==> config.mk <==
export PLATFORM = sky130hd
export DESIGN_NAME = uart_rx
export DESIGN_NICKNAME = d
export VERILOG_FILES = /design/src/rtl/uart_pkg.sv /design/src/rtl/sync_2ff.sv /design/src/rtl/uart_rx.sv
export SDC_FILE = /design/constraint.sdc
export NUM_CORES = 1
export LEC_CHECK = 0
export CAP_MARGIN = 20
export CORE_MARGIN = 1.5
export CORE_UTILIZATION = 51
export DETAILED_ROUTE_END_ITERATION = 10
export GPL_ROUTABILITY_DRIVEN = 0
export PLACE_DENSITY = 0.81
export SLEW_MARGIN = 20
export SYNTH_ARGS = -nofsm -noshare
export SYNTH_HDL_FRONTEND = slang
export SYNTH_SLANG_ARGS = --single-unit
==> constraint.sdc <==
create_clock -name clk -period 1.7 [get_ports clk]
set_input_delay 0.34 -clock clk [delete_from_list [all_inputs] [get_ports clk]]
set_output_delay 0.34 -clock clk [all_outputs]
set_load 0.05 [all_outputs]
==> src/rtl/uart_pkg.sv <==
// Shared UART definitions: receiver FSM states and the common baud divide factor.
// The transmitter imports the same CLOCKS_PER_BIT so both ends always agree.
package uart_pkg;

  localparam int DATA_BITS      = 8;
  localparam int CLOCKS_PER_BIT = 5000;  // 48 MHz / 9600 bps

  typedef enum logic [2:0] {
    IDLE,
    START,
    DATA,
    STOP,
    BREAK
  } rx_state_e;

endpackage

==> src/rtl/sync_2ff.sv <==
// Two-flop synchronizer for a single asynchronous input bit.
// RESET_VAL lets an idle-high line come out of reset without a false edge.
module sync_2ff #(
  parameter logic RESET_VAL = 1'b0
) (
  input  logic clk,
  input  logic reset,
  input  logic d_i,
  output logic q_o
);

  logic meta_q;
  logic sync_q;

  // NOTE: sequential state uses non-blocking assignments so both flops sample
  // their inputs from before the edge, giving a true two-stage delay.
  always_ff @(posedge clk or posedge reset) begin
    if (reset) begin
      meta_q <= RESET_VAL;
      sync_q <= RESET_VAL;
    end else begin
      meta_q <= d_i;
      sync_q <= meta_q;
    end
  end

  assign q_o = sync_q;

endmodule

==> src/rtl/uart_rx.sv <==
// 8N1 UART receiver: mid-bit sampling, single-cycle valid / framing-error strobes,
// and a BREAK state that holds off restarts while the line is stuck low.
module uart_rx #(
  parameter int CLOCKS_PER_BIT = uart_pkg::CLOCKS_PER_BIT
) (
  input  logic       clk,
  input  logic       reset,
  input  logic       serial_in,
  output logic [7:0] rx_data,
  output logic       rx_valid,
  output logic       framing_error,
  output logic       busy
);

  import uart_pkg::*;

  localparam int                CNT_W     = $clog2(CLOCKS_PER_BIT);
  localparam logic [CNT_W-1:0]  HALF_LAST = CNT_W'(CLOCKS_PER_BIT / 2 - 1);
  localparam logic [CNT_W-1:0]  BIT_LAST  = CNT_W'(CLOCKS_PER_BIT - 1);
  localparam logic [2:0]        IDX_LAST  = 3'(DATA_BITS - 1);

  logic                 rx_s;
  rx_state_e            state_q;
  logic [CNT_W-1:0]     cnt_q;
  logic [2:0]           idx_q;
  logic [DATA_BITS-1:0] shift_q;
  logic [DATA_BITS-1:0] rx_data_q;
  logic                 rx_valid_q;
  logic                 framing_error_q;

  sync_2ff #(
    .RESET_VAL(1'b1)
  ) u_sync (
    .clk  (clk),
    .reset(reset),
    .d_i  (serial_in),
    .q_o  (rx_s)
  );

  // cnt restarts at every state entry and at every mid-bit sample, so in DATA
  // it spans exactly one bit period between samples for any divide factor.
  always_ff @(posedge clk or posedge reset) begin
    if (reset) begin
      state_q         <= IDLE;
      cnt_q           <= '0;
      idx_q           <= '0;
      shift_q         <= '0;
      rx_data_q       <= '0;
      rx_valid_q      <= 1'b0;
      framing_error_q <= 1'b0;
    end else begin
      rx_valid_q      <= 1'b0;
      framing_error_q <= 1'b0;
      cnt_q           <= cnt_q + 1'b1;

      case (state_q)
        IDLE: begin
          cnt_q <= '0;
          if (!rx_s) state_q <= START;
        end

        START: begin
          if (cnt_q == HALF_LAST) begin
            cnt_q   <= '0;
            idx_q   <= '0;
            state_q <= rx_s ? IDLE : DATA;  // high at mid-start is a glitch
          end
        end

        DATA: begin
          if (cnt_q == BIT_LAST) begin
            cnt_q   <= '0;
            shift_q <= {rx_s, shift_q[DATA_BITS-1:1]};
            idx_q   <= idx_q + 3'd1;
            if (idx_q == IDX_LAST) state_q <= STOP;
          end
        end

        STOP: begin
          if (cnt_q == BIT_LAST) begin
            cnt_q <= '0;
            if (rx_s) begin
              rx_data_q  <= shift_q;
              rx_valid_q <= 1'b1;
              state_q    <= IDLE;
            end else begin
              framing_error_q <= 1'b1;
              state_q         <= BREAK;
            end
          end
        end

        BREAK: begin
          cnt_q <= '0;
          if (rx_s) state_q <= IDLE;
        end

        default: state_q <= IDLE;
      endcase
    end
  end

  assign rx_data       = rx_data_q;
  assign rx_valid      = rx_valid_q;
  assign framing_error = framing_error_q;
  assign busy          = (state_q != IDLE);

endmodule

After elaboration in Yosys (flattened, before gate mapping):

Index checks and enable logic that the tools add are counted.

* word-level logic and storage cells: 54
* output and inout port bits: 11
* input port bits: 3
* flip-flop bits (word level): 39

* add/sub/neg operators: 2
* muxes and demuxes: 21
* reductions and logical operators: 9
* equality and inequality tests: 13

Operators with widths (number)
* $pmux W13 S3: 1
* $mux W3: 9
* $mux W13: 2
* $pmux W3 S5: 1
* $add A13 B1 Y13 const B: 1
* $eq A13 B12 Y1 const B: 1
* $eq A13 B13 Y1 const B: 1
* $ne A2 B2 Y1 const B: 5
* $eq A3 B2 Y1 const B: 2
* $eq A3 B3 Y1 const B: 2
* $mux W1: 6
* $pmux W3 S2: 1
* $reduce_and A3 Y1: 2
* $reduce_and A6 Y1: 1
* $reduce_or A2 Y1: 2
* $add A3 B1 Y3 const B: 1
* $eq A3 B1 Y1 const B: 1
* $logic_not A3 Y1: 1
* $reduce_bool A3 Y1: 1
* $mux W2: 1
* $ne A2 B1 Y1 const B: 1
* $reduce_and A2 Y1: 1
* $reduce_bool A2 Y1: 1

Logic depth before layout (Yosys ltp):

* depth in word-level cells: 4
* gate-level depth with buffers: 6
* mapped depth without buffers: 5

By module:

Synthesis repeated with hierarchy kept, for this count alone.

* cell total of the unflattened synthesis: 146
* area, all modules: 1761.7 µm²

Modules (own cells, without submodules)
* uart_rx: area each 1705.4 µm², times used 1, cells each 143, sequential area each 925.9 µm²
* sync_2ff: area each 56.3 µm², times used 1, cells each 3, sequential area each 52.6 µm²

Worst setup path after synthesis:

Ideal clock, no wire load.

* path kind: reg-to-reg
* from: reg cnt_q[0]
* to: reg idx_q[1]
* arrival time: 1.639 ns
* path slack: -0.065 ns
* path buffers: 2
* cell stages (with the launch flop): 7
* library setup time: 0.126 ns
* required time: 1.574 ns
* clock period less this slack: 1.765 ns
* cell sequence: dfrtp_1 ha_1 and4b_1 and4_1 buf_6 buf_6 a221o_1

* longest elaborated chain between the ends: 3
* elaborated cells on any way between the ends: 5
* those cells by class: eq/ne: 4; reduce/logical: 1

RTL lines
* start: declaration: line uart_rx.sv:24 `logic [CNT_W-1:0] cnt_q;`
* start signal: assignment: line uart_rx.sv:54 `cnt_q <= cnt_q + 1'b1;`
* $eq A13 B13 Y1 or $eq A13 B12 Y1 (tied branches): line uart_rx.sv:71, uart_rx.sv:63
* $ne A2 B2 Y1 (no line)
* $reduce_and A3 Y1 (no line) *
* end signal: assignment: line uart_rx.sv:74 `idx_q <= idx_q + 3'd1;`
* end: declaration: line uart_rx.sv:25 `logic [2:0] idx_q;`

Every way passes the cells marked *; elsewhere a longest branch is shown, timed or not.
A chain may end at the register's enable or synchronous reset.

Final worst setup path:

* from: reg state_q[2]
* to: reg rx_data_q[4], in the netlist rx_data[4]

* longest elaborated chain between the ends: 2

RTL lines
* start: declaration: line uart_rx.sv:23 `rx_state_e state_q;`
* start signal: assignment: line uart_rx.sv:66 `state_q <= rx_s ? IDLE : DATA;`
* $eq A3 B2 Y1: line uart_rx.sv:56 `case (state_q)`
* $reduce_and A3 Y1 (no line)
* end signal: assignment: line uart_rx.sv:83 `rx_data_q <= shift_q;`
* end: declaration: line uart_rx.sv:27 `logic [DATA_BITS-1:0] rx_data_q;`

No other way between the ends.

==> results.yml <==
sta:
  drv_slew: 0
  skew_ps: 15.6
  max_freq_mhz: 542
  finalSetupViolCount: 29
  maxSlewHeadroom_pct: 69.6
  tns_ps: -1510
  holdWs_ps: 327
  post-route-period-util_pct: 109
  fin_ws_ps: -146
  hold_viol: 0
  min_period_ps: 1850
  tightest_slew_ps: 453
  grt_setup_unrepaired: "yes"
global_routing:
  grt_pass1_vias: 1246
  antenna_found_initial: 0
  overflow: 0
  grt_max_degree: 40
  grt_pass1_wl_um: 5570
  grt_usage_pct: 20.7
synth:
  synth_top_area_share_pct: 52.4
  synth_top_area_cell: "dfrtp_1"
  synthesis.nets: 143
  synthCells: 137
  syn_area_per_cell_um2: 12.9
  synth-seq-area-share_pct: 55.4
  yosys_warnings: 0
  ys_async_sr_fraction_pct: 100
  synth-seq-cells: 39
  synth_area_leaders: "dfrtp_1 52%, mux2_2 10%, xor2_1 5.0%"
  synth_top_flop_cell: "dfrtp_1"
  synth_edf_count: 0
  syn_area_um2: 1770
  ys_types: 33
place:
  port_buffers: 13
  dpl_worst_slack_ps: -123
  hpwlAfterDp_um: 2460
critical_path:
  required_ps: 1940
  r2r-start: "state_q[2]$_DFFE_PP0P_"
  setup.worst_path.start: "state_q[2]$_DFFE_PP0P_"
  arrival_ps: 2090
  r2r_cells: 5
  endpoint_kind: "register"
  critical_path.max_fanout: 6
  start_kind: "register"
  critical_path_class: "reg -> reg"
flow_run:
  cap_violations: 0
drt:
  routed_via_density: 5.34
  postRouteWirelength_um: 3680
  antenna_left: 0
  drtIter0Drc: 73
  wl_per_cell_um: 16.0
  drc: 0
  firstDrtPassIters: 4
  vias: 1228
power_and_ir_drop:
  vdd_drop_max_mv: 0.553
  p_comb_share_pct: 1.9
  power_leakage_nw: 1.12
  power_frac_seq_pct: 65.2
  power-per-cell-area_nw_per_um2: 635
  swShare_pct: 23.3
  power_mw: 1.43
  clkPwrFrac_pct: 32.9
  intPower_mw: 1.10
  switching_power_mw: 0.334
floorplan:
  start_util_pct: 52.9
  core_area_um2: 3340
  rows: 21
  top_level_ports: 14
  fp.dieH_um: 61.9
  fp.dieW_um: 61.9
  die-area_um2: 3830
cts:
  cts_tree: "built"
  hold_buffers: 0
  cts_buffers: 5
  clk_latency_ps: 360
  cts_sinks: 39
  clk_pin_slew_ps: 130
  clock_path_buffers: 2
  htreeDepth: 2
  cts_root_buf: "clkbuf_4"
status:
  failed_checks: "setup timing"
  status: "finished with violations"
final_layout:
  multi_input_area_um2: 810
  syn_to_final_growth_pct: 27.9
  regArea_um2: 978
  nets: 189
  diodes: 0
  final_cell_mix: "37 x dfrtp_1, 34 x buf_4, 15 x nor2_1, 11 x mux2_2, 10 x xor2_1"
  fillers: 249
  drive_gt1_share_pct: 43.5
  final_common_cell: "dfrtp_1"
worst_hold_path:
  min_path_type: "in -> async"
==> synth_stat cells (all sizes together) (3+ instances only) <==
master	instances
nor2b	4
xor2	10
nor3b	3
dfrtp	37
nor2	17
and4	4
ha	3
nand3	5
buf	3
mux2	16
nand4	5
nand2	4
==> worst paths after layout <==
check / endpoint / slack (ps)
setup / recovery: rx_data[4]$_DFFE_PP0P_ / -150
hold / removal: shift_q[2]$_DFFE_PP0P_ / 330
setup reg to reg: rx_data[4]$_DFFE_PP0P_ / -150
hold reg to reg: u_sync.q_o$_DFF_PP1_ / 350
max in group asynchronous: u_sync.meta_q$_DFF_PP1_ / 1110
min in group clk: u_sync.q_o$_DFF_PP1_ / 350
==> kinds of logic (layout without fill, tap and decap cells) <==
family	after synthesis	in the layout	share of synthesized area, %
AND/OR/NAND/NOR	54	55	19.5
flip-flops	39	39	55.4
multiplexers	17	17	10.8
XOR/XNOR	11	11	5.45
AO/OA/AOI/OAI	8	8	4.46
buffers and inverters	5	51	2.34
adder cells (fa/ha/maj)	3	3	2.12
==> what timing repair did <==
item	in CTS	in global routing
gates cloned	1	0
pin swaps	5	4
endpoints found under the setup margin	35	37
setup buffers	4	2
resized for setup	7	12
==> registers in the layout (all words and copies together) (netlist names) <==
| signal | flops |
|---|---|
| cnt_q | 13 |
| framing_error | 1 |
| idx_q | 3 |
| rx_data | 8 |
| rx_valid | 1 |
| shift_q | 8 |
| state_q | 3 |
| u_sync.meta_q | 1 |
| u_sync.q_o | 1 |
==> power groups by stage <==
stage / clock, mW / combinational (mW) / sequential, mW
2_1_floorplan: 0 / 0.0136 / 0.951
3_3_place_gp: 0 / 0.0277 / 0.952
3_5_place_dp: 0 / 0.0291 / 0.952
4_1_cts: 0.484 / 0.0291 / 0.934
5_1_grt: 0.515 / 0.0321 / 0.936
6_report: 0.472 / 0.0276 / 0.936
==> layer usage <==
| metal | global-route usage [%] | share of wire, % |
|---|---|---|
| met5 | 0 | 0 |
| met4 | 9.73 | 2.1 |
| met3 | 5.80 | 2.9 |
| met2 | 34.1 | 52 |
| met1 | 25.2 | 43 |
==> critical path: stages (launching register included) <==
cell	delay (ps)
dfrtp_1	400
buf_4	160
nor2b_1	230
nand3_1	270
nor2_4	300
mux2_2	370
==> cell type report <==
| class | count | area share [%] |
|---|---|---|
| clock buffer | 6 | 1.83 |
| clock inverter | 2 | 0.554 |
| inverter | 2 | 0.332 |
| multi-input combinational | 94 | 35.8 |
| sequential | 39 | 43.3 |
| tap | 46 | 2.55 |
| timing repair buffer | 41 | 15.6 |
==> metrics by stage <==
step                cell area [µm²]  std cells  utilization [%]
floorplan                      1770        137                -
global placement               2090        216             62.7
detailed placement             2090        216             62.7
CTS                            2200        228             66.0
global route                   2260        230             67.7
finish                         2260        230             67.7
No activity file was read; power rests on OpenSTA's default activity.
==> RTL change 1, RTL diff (same settings) <==
`CLOCKS_PER_BIT`: 5000 -> 10000.
--- a/src/rtl/uart_pkg.sv
+++ b/src/rtl/uart_pkg.sv
@@ -5,3 +5,3 @@
   localparam int DATA_BITS      = 8;
-  localparam int CLOCKS_PER_BIT = 5000;  // 48 MHz / 9600 bps
+  localparam int CLOCKS_PER_BIT = 10000;  // 48 MHz / 9600 bps
 
Behaviour: no difference found for any inputs over 10 cycles, from zero or initial values and one cycle with reset high; that may be too few to reach the edited logic, so the function may still have changed.
==> RTL change 1 against the original RTL <==
The run still ends with setup timing left; area after synthesis grew 3.3%; largest cell class unchanged; critical path depth unchanged; die area is 3.2% higher; sequential cell count is 1 higher; combinational power grew 9.1%; routed wire length rose by 8.7%; largest power group unchanged; non-clock buffer count increased by 6; total power increased by 14%; critical path type unchanged; highest routed layer unchanged; design area increased by 7.9%; setup slack gained 77 ps.
==> RTL change 1: results (changes against the original RTL) <==
metric,value,unit,change
gr usage total,0.215,,was 0.207
met2 Use GR,0.366,,was 0.341
Post-Synth Adder-Cell Area,0.0206,,was 0.0212
Met2 Wirelength,2.10,mm,was 1.91 mm
Post-Synth XOR/XNOR Area,0.0528,,was 0.0545
worst slew pin tran,437,ps,was 453 ps
post-synth net total,156,,was 143
post-synth cell types,36,,was 33
Largest register FFs,14,,was 13
CTS Buf Count,5,,unchanged
wire length on met3,150,µm,was 108 µm
met1 wire length,1.64,mm,was 1.58 mm
Pleak,1.17,nW,was 1.12 nW
post-synthesis mux area share,0.121,,was 0.108
CP Max Fanout,5,,was 6
pin count of the biggest net entering global routing,24,,was 40
Avg WL per Cell,16.2,µm,was 16.0 µm
pre-CTS setup slack,-123,ps,about the same
final setup fails,9,,was 29
met1 GRT Util,0.267,,was 0.252
worst vdd ir,0.462,mV,was 0.553 mV
Pint,1.28,mW,was 1.10 mW
port buffer count,13,,unchanged
DP Wirelength,2.37,mm,was 2.46 mm
most frequent cells after synthesis,"38 x dfrtp_1, 18 x nor2_1, 16 x mux2_2",,"was 37 x dfrtp_1, 16 x mux2_2, 16 x nor2_1"
Area contributors post-synth,"dfrtp_1 52%, mux2_2 9.9%, nor2_1 3.7%",,"was dfrtp_1 52%, mux2_2 10%, xor2_1 5.0%"
setup TNS,-500,ps,was -1510 ps
Iter 0 DRT Violations,70,,was 73
nets,206,,was 189
clk_skew,10.8,ps,was 15.6 ps
vias after detailed routing,1333,,was 1228
fin worst setup slack,-68.6,ps,was -146 ps
first-pass GRT wire length,6.34,mm,was 5.57 mm
clock slew at reported path FFs,120,ps,
Final Instance Count excl. Fillers,247,,was 230
violated checks,setup timing,,unchanged
met3 GRT Util,0.0523,,was 0.0580
WP data arrival,2020,ps,was 2090 ps
share of cells above drive strength 1,0.428,,was 0.435
placed cells,231,,was 216
dpl cell area,0.00218,mm²,was 0.00209 mm²
status,"complete, but fails checks",,unchanged
-- RTL change 1: path summary, 6_finish.rpt --
kind,start,depth (start not counted),to,slack (ps)
setup reg to reg,cnt_q[12],5,rx_data[7],-70
hold / removal,reset,2,cnt_q[2],280
min in group clk,u_sync.meta_q,0,u_sync.q_o,360
hold reg to reg,u_sync.meta_q,0,u_sync.q_o,360
setup / recovery,cnt_q[12],5,rx_data[7],-70
max in group asynchronous,reset,3,state_q[2],960
-- RTL change 1: cell type report --
| cell class | instances | area [µm²] |
|---|---|---|
| flip-flops and latches | 40 | 1000 |
| fillers | 222 | 951 |
| multi-input cells | 100 | 860 |
| repair buffers | 47 | 409 |
| well taps | 46 | 57.6 |
| clock inverters | 3 | 47.5 |
| clock buffers | 5 | 37.5 |
| inverters | 6 | 22.5 |
-- RTL change 1: cells by family (layout without fill, tap and decap cells) --
kind of cell             count (synthesis)  after routing
AO/OA/AOI/OAI                            9              9
multiplexers                            20             20
adder cells (fa/ha/maj)                  3              3
XOR/XNOR                                11             11
AND/OR/NAND/NOR                         57             57
buffers and inverters                   10             61
flip-flops                              40             40
-- RTL change 1: power by group through the flow --
stage	clock network, mW	logic (mW)	registers, mW
after floorplan	0	0.0144	0.975
after CTS	0.661	0.0317	0.958
after global routing	0.706	0.0349	0.959
after detailed placement	0	0.0313	0.976
after global placement	0	0.0300	0.976
final	0.648	0.0301	0.958
-- RTL change 1: worst max-delay path: stages (launching register included) --
cell      delay [ps]
dfrtp_1          420
and4bb_2         350
and4_4           240
and3_4           200
buf_6            140
mux2_4           300
-- RTL change 1: what timing repair did --
item                                    4_1_cts  5_1_grt
gates resized for setup                      18        9
setup buffers                                 6        2
gates cloned                                  1        0
pin swaps                                     4        6
endpoints found under the setup margin       27       35
==> RTL change 2, RTL diff (config.mk and constraints unchanged) <==
Without the edit above. Put one more register stage on the output `framing_error`, without a reset. The value now appears one clock later. The other outputs are not delayed to match.
--- a/src/rtl/uart_rx.sv
+++ b/src/rtl/uart_rx.sv
@@ -104,3 +104,5 @@
   assign rx_valid      = rx_valid_q;
-  assign framing_error = framing_error_q;
+  always_ff @(posedge clk) begin
+    framing_error <= framing_error_q;
+  end
   assign busy          = (state_q != IDLE);
Formal check against the unedited RTL: no difference found for any inputs over 10 cycles, from zero or initial values and one cycle with reset high; that may be too few to reach the edited logic, so the function may still have changed.
==> RTL change 2 against the original RTL <==
The flow still finishes with violations (setup timing); routed wire length decreased by 1.2%; fmax increased by 1.5%; area after synthesis increased by 1.1%; via count increased by 1.4%; total power increased by 17%; design area increased by 2.9%; sequential cell count increased by 1; setup slack improved by 27 ps; critical endpoint is now state_q[1]; largest cell class unchanged; highest routed layer unchanged.
==> RTL change 2: results (changes against the original RTL) <==
metric,value,unit,change
status,"complete, but fails checks",,unchanged
violated checks,setup timing,,unchanged
fin worst setup slack,-119,ps,was -146 ps
vias in the first global route,1378,,was 1246
synthesized instance count,138,,was 137
Area contributors post-synth,"dfrtp_1 52%, mux2_2 10%, xor2_1 4.9%",,"was dfrtp_1 52%, mux2_2 10%, xor2_1 5.0%"
DP Wirelength,2.52,mm,was 2.46 mm
worst vdd ir,1.02,mV,was 0.553 mV
sequential-to-total area share from yosys stat,0.559,,was 0.554
vias after detailed routing,1245,,was 1228
post-synth cell types,34,,was 33
final setup fails,37,,was 29
internal reg-to-reg setup slack,-120,ps,was -150 ps
placed cells,218,,was 216
dpl cell area,0.00211,mm²,was 0.00209 mm²
Final Instance Count excl. Fillers,234,,was 230
clock slew at reported path FFs,110,ps,was 130 ps
Largest Register,cnt_q,,unchanged
first-pass GRT wire length,6.47,mm,was 5.57 mm
H-tree depth,2,,unchanged
gr usage total,0.213,,was 0.207
post-synth net total,144,,was 143
Clock Path Buffers,2,,unchanged
CP Max Fanout,3,,was 6
Pleak,1.16,nW,was 1.12 nW
Synth async-reset ratio,0.975,,was 1.00
worst slew pin tran,467,ps,was 453 ps
pin count of the biggest net entering global routing,23,,was 40
WP data arrival,2100,ps,
share of cells above drive strength 1,0.441,,was 0.435
Avg WL per Cell,15.5,µm,was 16.0 µm
nets,193,,was 189
Iter 0 DRT Violations,46,,was 73
clk_skew,8.14,ps,was 15.6 ps
## RTL change 2: critical path, cell delays in order (launching register included)
cell and delay, ps:
dfrtp_1 380, ha_2 200, and4b_1 230, buf_6 120, nand4b_1 210, or4_4 480
a21oi_2 140
## RTL change 2: cell families after synthesis
family,share of synthesized area
compound gates,0.0441
buf+inv,0.0231
xor+xnor,0.0539
flops,0.559
fa+ha+maj,0.0210
mux,0.106
simple gates,0.193
## RTL change 2: layout make-up
class	count	area, µm²
fill	247	1010
clock inverter	1	30.0
multi-input combinational	94	797
inverter	2	7.51
clock buffer	7	65.1
sequential	40	998
tap	46	57.6
timing repair buffer	44	370
## RTL change 2: path summary, 6_finish.rpt
path                                 start       endpoint  cells after the start
hold / removal                       reset       cnt_q[0]                      3
max in group asynchronous            reset     shift_q[7]                      3
hold reg to reg            framing_error_q  framing_error                      0
min in group clk           framing_error_q  framing_error                      0
setup reg to reg                  cnt_q[1]     state_q[1]                      6
setup / recovery                  cnt_q[1]     state_q[1]                      6
## RTL change 2: metrics by stage
stage | TNS (ps) | hold slack, ps | worst slack (ps)
after floorplan | -29.6 | 324 | -3.70
after detailed placement | -3410 | 329 | -178
after global routing | -4600 | 365 | -165
after CTS | -1450 | 311 | -87.0
final | -2240 | 306 | -119
after global placement | -569 | 326 | -53.4
## RTL change 2: what timing repair did
action / in CTS / in global routing
buffers inserted: 5 / 2
resized for setup: 16 / 2
setup endpoints to repair: 37 / 37
gates cloned: 1 / 0
pin swaps: 6 / 2
## RTL change 2: report_power, final
| group | total [mW] | switching [mW] | internal (mW) |
|---|---|---|---|
| sequential | 0.958 | 0.00303 | 0.955 |
| combinational | 0.0251 | 0.0178 | 0.00729 |
| clock | 0.694 | 0.304 | 0.390 |
## RTL change 2: metal layers
layer | vias up | track usage | routed length (µm)
met5 | - | 0 | 0
met4 | 0 | 0.0667 | 57
met3 | 7 | 0.0507 | 148
met2 | 28 | 0.359 | 1830
met1 | 620 | 0.275 | 1600
li1 | 590 | - | -
